==> src/rtl/mem_mode_sequencer.sv <==
// Two-button memory-mode stepper: sync, debounce and edge-detect each button,
// then step the mode register with a busy interlock and a one-deep pending slot.
module mem_mode_sequencer #(
  parameter int NUM_MODES       = 3,
  parameter int SYNC_STAGES     = 2,
  parameter int DEBOUNCE_CYCLES = 4,
  localparam int MW = $clog2(NUM_MODES)
) (
  input  logic                 clk,
  input  logic                 reset,
  input  logic                 fwdIn,
  input  logic                 backIn,
  input  logic                 goIdle,
  input  logic                 busy,
  output logic [MW-1:0]        mode,
  output logic [NUM_MODES-1:0] modeOneHot,
  output logic                 write,
  output logic                 read,
  output logic                 modeChanged,
  output logic                 dropped
);

  localparam int CW = $clog2(DEBOUNCE_CYCLES + 1);
  localparam logic [MW-1:0] LAST = MW'(NUM_MODES - 1);
  localparam logic [CW-1:0] CMAX = CW'(DEBOUNCE_CYCLES - 1);

  typedef struct packed {
    logic valid;
    logic dir;
  } req_t;

  logic [1:0]             raw;
  logic [SYNC_STAGES-1:0] sync_q [2];
  logic [CW-1:0]          cnt_q  [2];
  logic [1:0]             deb_q;
  logic [1:0]             deb_d1_q;
  logic [1:0]             press;

  logic [MW-1:0] mode_q, mode_d;
  req_t          pend_q, pend_d;
  req_t          req;
  logic          drop_d;
  logic          chg_q, drop_q;

  assign raw = {backIn, fwdIn};

  always_ff @(posedge clk or posedge reset) begin
    if (reset) begin
      for (int i = 0; i < 2; i++) begin
        sync_q[i] <= '0;
        cnt_q[i]  <= '0;
      end
      deb_q    <= '0;
      deb_d1_q <= '0;
    end else begin
      deb_d1_q <= deb_q;
      for (int i = 0; i < 2; i++) begin
        sync_q[i] <= {sync_q[i][SYNC_STAGES-2:0], raw[i]};
        if (sync_q[i][SYNC_STAGES-1] == deb_q[i]) begin
          cnt_q[i] <= '0;
        end else if (cnt_q[i] == CMAX) begin
          cnt_q[i] <= '0;
          deb_q[i] <= ~deb_q[i];
        end else begin
          cnt_q[i] <= cnt_q[i] + CW'(1);
        end
      end
    end
  end

  assign press = deb_q & ~deb_d1_q;

  function automatic logic [MW-1:0] step_fwd(input logic [MW-1:0] m);
    return (m == LAST) ? MW'(1) : m + MW'(1);
  endfunction

  function automatic logic [MW-1:0] step_back(input logic [MW-1:0] m);
    return (m <= MW'(1)) ? LAST : m - MW'(1);
  endfunction

  always_comb begin
    mode_d = mode_q;
    pend_d = pend_q;
    drop_d = 1'b0;
    req    = '0;
    if (goIdle) begin
      mode_d = '0;
      pend_d = '0;
    end else begin
      drop_d = (&press) | (pend_q.valid & (|press));
      if (pend_q.valid) begin
        req = pend_q;
      end else begin
        req.valid = press[0] ^ press[1];
        req.dir   = press[1];
      end
      if (req.valid) begin
        if (busy) begin
          pend_d = req;
        end else begin
          mode_d = req.dir ? step_back(mode_q) : step_fwd(mode_q);
          pend_d = '0;
        end
      end
    end
  end

  always_ff @(posedge clk or posedge reset) begin
    if (reset) begin
      mode_q <= '0;
      pend_q <= '0;
      chg_q  <= 1'b0;
      drop_q <= 1'b0;
    end else begin
      mode_q <= mode_d;
      pend_q <= pend_d;
      chg_q  <= (mode_d != mode_q);
      drop_q <= drop_d;
    end
  end

  assign mode        = mode_q;
  assign modeOneHot  = NUM_MODES'(1) << mode_q;
  assign write       = (mode_q == MW'(1));
  assign read        = (mode_q == MW'(2));
  assign modeChanged = chg_q;
  assign dropped     = drop_q;

endmodule

==> config.mk <==
export PLATFORM = sky130hd
export DESIGN_NAME = mem_mode_sequencer
export DESIGN_NICKNAME = d
export VERILOG_FILES = /design/src/rtl/mem_mode_sequencer.sv
export SDC_FILE = /design/constraint.sdc
export NUM_CORES = 1
export LEC_CHECK = 0
export CAP_MARGIN = 20
export CORE_MARGIN = 3
export CORE_UTILIZATION = 40
export CTS_CLUSTER_SIZE = 16
export DETAILED_ROUTE_END_ITERATION = 8
export HOLD_SLACK_MARGIN = 0.08
export SYNTH_ARGS = -nofsm -noshare
export SYNTH_HDL_FRONTEND = slang
export SYNTH_SLANG_ARGS = --single-unit
==> constraint.sdc <==
create_clock -name clk -period 2.85 [get_ports clk]
set_clock_uncertainty 0.15 [all_clocks]
set_input_delay 0.57 -clock clk [delete_from_list [all_inputs] [get_ports clk]]
set_output_delay 0.57 -clock clk [all_outputs]
set_load 0.02 [all_outputs]
### Word level (Yosys, flattened, before mapping)

Cells that the tools add are included.

* add/subtract/negate cells: 4
* $lt $le $gt $ge: 1
* equal/unequal tests: 7
* shifts and indexed selects: 1
* mux-type cells: 16
* bitwise logic cells: 9
* reduce and logical (&&, ||, !) cells: 5

Operator list (number)
* 2-bit 2-to-1 mux: 11
* 3-bit 2-to-1 mux: 4
* 3-bit by 1-bit adder with 3-bit output, second input constant: 2
* 3-bit by 2-bit == test with 1-bit output, second input constant: 2
* 2-bit AND reduction: 3
* 1-bit NOT: 4
* 1-bit by 2-bit << shifter with 3-bit output, first input constant: 1
* 2-bit by 1-bit adder with 2-bit output, second input constant: 1
* 2-bit AND: 1
* 1-bit == test: 2
* 2-bit by 1-bit == test with 1-bit output, second input constant: 1
* 2-bit == test, second input constant: 1
* 2-bit by 1-bit <= comparator with 1-bit output, second input constant: 1
* 2-bit != test: 1
* 2-bit NOT: 1
* 2-bit nonzero test: 1
* 2-bit OR reduction: 1
* 2-bit by 1-bit subtractor with 2-bit output, second input constant: 1
* 1-bit AND: 1
* 1-bit 2-to-1 mux: 1
* 1-bit OR: 1
* 1-bit XOR: 1

* bits in registers: 20
* bits of input ports: 6
* output and inout bits: 9
* word-level logic and storage cells: 55

### Logic depth before layout (Yosys ltp)

* depth in word-level cells: 10
* gate-level depth with buffers: 6
* gate-level depth less buffers: 6

### Worst setup path after synthesis

OpenSTA, ideal clock, no wires.

* path kind: register -> output
* start point: register mode_q[1] (netlist: mode[1])
* end point: output port modeOneHot[2]
* data arrival time: 1.186 ns
* required time: 2.130 ns
* slack: 0.944 ns
* stages on the path, launching flop included: 3
* buffers on the path: 1
* path through: dfrtp_1 -> nor2b_1 -> buf_4

* longest elaborated chain between the ends: 1

RTL lines
* start: declaration: RTL line 39 `logic [MW-1:0] mode_q, mode_d;`
* start signal: assignment: RTL line 115 `mode_q <= mode_d;`
* 1-bit by 2-bit << shifter with 3-bit output: RTL line 123 `assign modeOneHot = NUM_MODES'(1) << mode_q;`
* end: declaration: RTL line 16 `output logic [NUM_MODES-1:0] modeOneHot,`

No other way between the ends.

### Worst setup path in the final report

Same ends and word-level chain as after synthesis.

==> metrics.yaml <==
run_status:
  status: "complete, no violations"
setup_path:
  crit_family: "buffers and inverters"
  critPathArrivalTime_ns: 1.63
  startpoint_type: "register"
  worst-setup-path-type: "register to output pin"
  cp.required_ns: 2.13
  cp_cell_sequence: "nor2b_1 -> clkdlybuf4s50_1"
  cp_num_buf_inv: 1
  crit_path_end_kind: "output pin"
  max_stage_delay_ns: 0.62
  crit_fanout: 9
  cp_slowest_cell: "clkdlybuf4s50_1"
synth:
  synth_top_family_by_area: "simple AND/OR/NAND/NOR gates"
  synth_mux_area_share_pct: 2.60
  synth_nets: 83
  synth-compound-area-share_pct: 9.81
  synthXorXnorAreaFrac_pct: 2.02
  synth_area_leaders: "dfrtp_1 (58%), ha_1 (5.8%), nor2b_1 (4.3%)"
  syn_area_um2: 867
  ys_seq_area_share_pct: 57.7
  ys_types: 24
  synthAdderAreaFrac_pct: 5.77
  syn_area_per_cell_um2: 11.9
  synth-seq-cells: 20
  synth_cells: 73
  synth_top_area_share_pct: 57.7
  yosysWarnings: 0
  yosysTopAreaCell: "dfrtp_1"
  yosys.area_share.simple_pct: 17.3
routing:
  wirelength_um: 1240
  routedWlPerCell_um: 10.9
  viasPerCell: 4.99
  drc: 0
  drtPass1Iterations: 4
  drt.antenna.violating_nets: 0
  num_vias: 569
  detail_route.iter0.violations: 5
cts:
  tritoncts: "built"
  post_cts_buffers: 0
  worstSkewPairLatency_ns: 0.28
  clock_path_buffers: 2
  root_buffer: "clkbuf_4"
  hold_buffers: 0
  cts-resized-gates: 0
  clkTransAtPathRegs_ns: 0.10
  htreeDepth: 1
  cts_buffers: 3
  cts.sink_count: 20
floorplanning:
  start_util_pct: 43.3
  die_width_um: 52.6
  coreArea_um2: 2000
  rows: 16
  die_h_um: 52.6
  die-area_um2: 2760
  pin_count: 15
timing:
  rsz0062_at_grt: "false"
  maxSlewHeadroom_pct: 52.1
  setup_violations: 0
  fin_crit_ns: 2.35
  period_share_pct: 82.6
  hold_violations: 0
  whs_ns: 0.206
  maxSlewViolCount: 0
  fmax_mhz: 425
  setup_tns_ns: 0
  tightestPinTransition_ns: 0.717
grt:
  antenna_found_initial: 0
  grt_max_degree: 21
  grt_pass1_wl_um: 2270
  grt_pass1_vias: 567
  grt_usage_pct: 11.2
  grt_overflow: 0
power:
  power_switching_mw: 0.346
  powerDensity_nw_per_um2: 924
  power_leakage_nw: 0.456
  pwr-share-clk_pct: 12.9
  power_frac_comb_pct: 42.1
  sequentialPowerShare_pct: 44.9
  p_int_mw: 0.617
  swShare_pct: 35.9
  peakVddDrop_mv: 0.486
  p_total_mw: 0.962
layout:
  diodes: 0
  final_area_um2: 1040
  syn_to_final_growth_pct: 20.1
  drive_gt1_share_pct: 10.3
  final_nets: 99
placed_design:
  place_hpwl_um: 919
  io_buffers: 14
  finalWeightedCongestion: 0.736
  place_area_um2: 1020
hold_path:
  hp-class: "register to register"
job:
  drv_cap: 0
-- synth_stat cells, drive strengths merged --
library cell / count
xnor2: 2
buf: 3
a211oi: 1
and2: 1
a21o: 1
nor3: 2
a21oi: 4
o21bai: 1
nand2b: 1
inv: 5
nand4b: 1
o21ai: 3
a311o: 1
mux2: 2
nor2b: 6
or3: 1
or3b: 1
a2111oi: 1
nor2: 3
dfrtp: 20
nor3b: 5
ha: 4
nand3: 1
nand2: 3
-- final timing paths --
| path | start | endpoint | slack (ns) | depth (start not counted) |
|---|---|---|---|---|
| worst min-delay path | sync_q[0] | sync_q[1] | 0.21 | 0 |
| max in group asynchronous | reset | dropped | 1.56 | 2 |
| worst min register to register | sync_q[0] | sync_q[1] | 0.21 | 0 |
| worst max register to register | deb_q[1] | mode[1] | 0.83 | 5 |
| min in group asynchronous | reset | sync_q[1] | 0.54 | 2 |
| worst max-delay path | mode[1] | modeOneHot[2] | 0.50 | 2 |
-- metal layers --
layer  vias to the layer above  wire length [um]  global-route usage, %
met1                       277               577                   13.6
met4                         0                12                   3.83
met3                         2                77                   2.85
met5                         -                 0                      0
met2                        15               574                   19.0
li1                        275                 -                      -
-- flip-flops by register name (all words and copies together) (netlist names) --
| name | count |
|---|---|
| modeChanged | 1 |
| sync_q | 4 |
| dropped | 1 |
| pend_q | 2 |
| mode | 2 |
| deb_q | 2 |
| deb_d1_q | 2 |
| cnt_q | 6 |
-- cells by family (layout without fill, tap and decap cells) --
kind of cell	after synthesis	in the layout
adder cells (fa/ha/maj)	4	4
flip-flops	20	20
XOR/XNOR	2	2
buffers and inverters	8	22
AO/OA/AOI/OAI	12	12
multiplexers	2	2
AND/OR/NAND/NOR	25	25
-- stage by stage --
stage	setup WS, ns	std cells	util, %
final	0.496	114	52.0
after global routing	0.400	114	52.0
after CTS	0.478	114	52.0
after detailed placement	0.809	111	50.9
after global placement	0.841	111	50.9
after floorplan	0.944	73	-
-- cells in the final DEF, fill, tap and decap left out, drive strengths merged, types with 3 or more instances in the layout --
cell / n
ha: 4
dfrtp: 20
clkbuf: 3
a21oi: 4
clkdlybuf4s50: 14
o21ai: 3
inv: 5
nand2: 3
nor3b: 5
nor2: 3
nor2b: 6
-- power by group through the flow --
stage	registers, mW	logic (mW)	clock network (mW)
after global placement	0.437	0.407	0
after global routing	0.449	0.456	0.144
after floorplan	0.445	0.266	0
after CTS	0.434	0.412	0.132
after detailed placement	0.440	0.410	0
final	0.432	0.406	0.125
-- cell type report --
| class | instances | area [um2] |
|---|---|---|
| fillers | 192 | 961 |
| flip-flops and latches | 20 | 500 |
| multi-input cells | 45 | 325 |
| repair buffers | 14 | 140 |
| well taps | 27 | 33.8 |
| clock buffers | 3 | 22.5 |
| inverters | 5 | 18.8 |
Note: power is estimated with default switching activity, not from simulation.
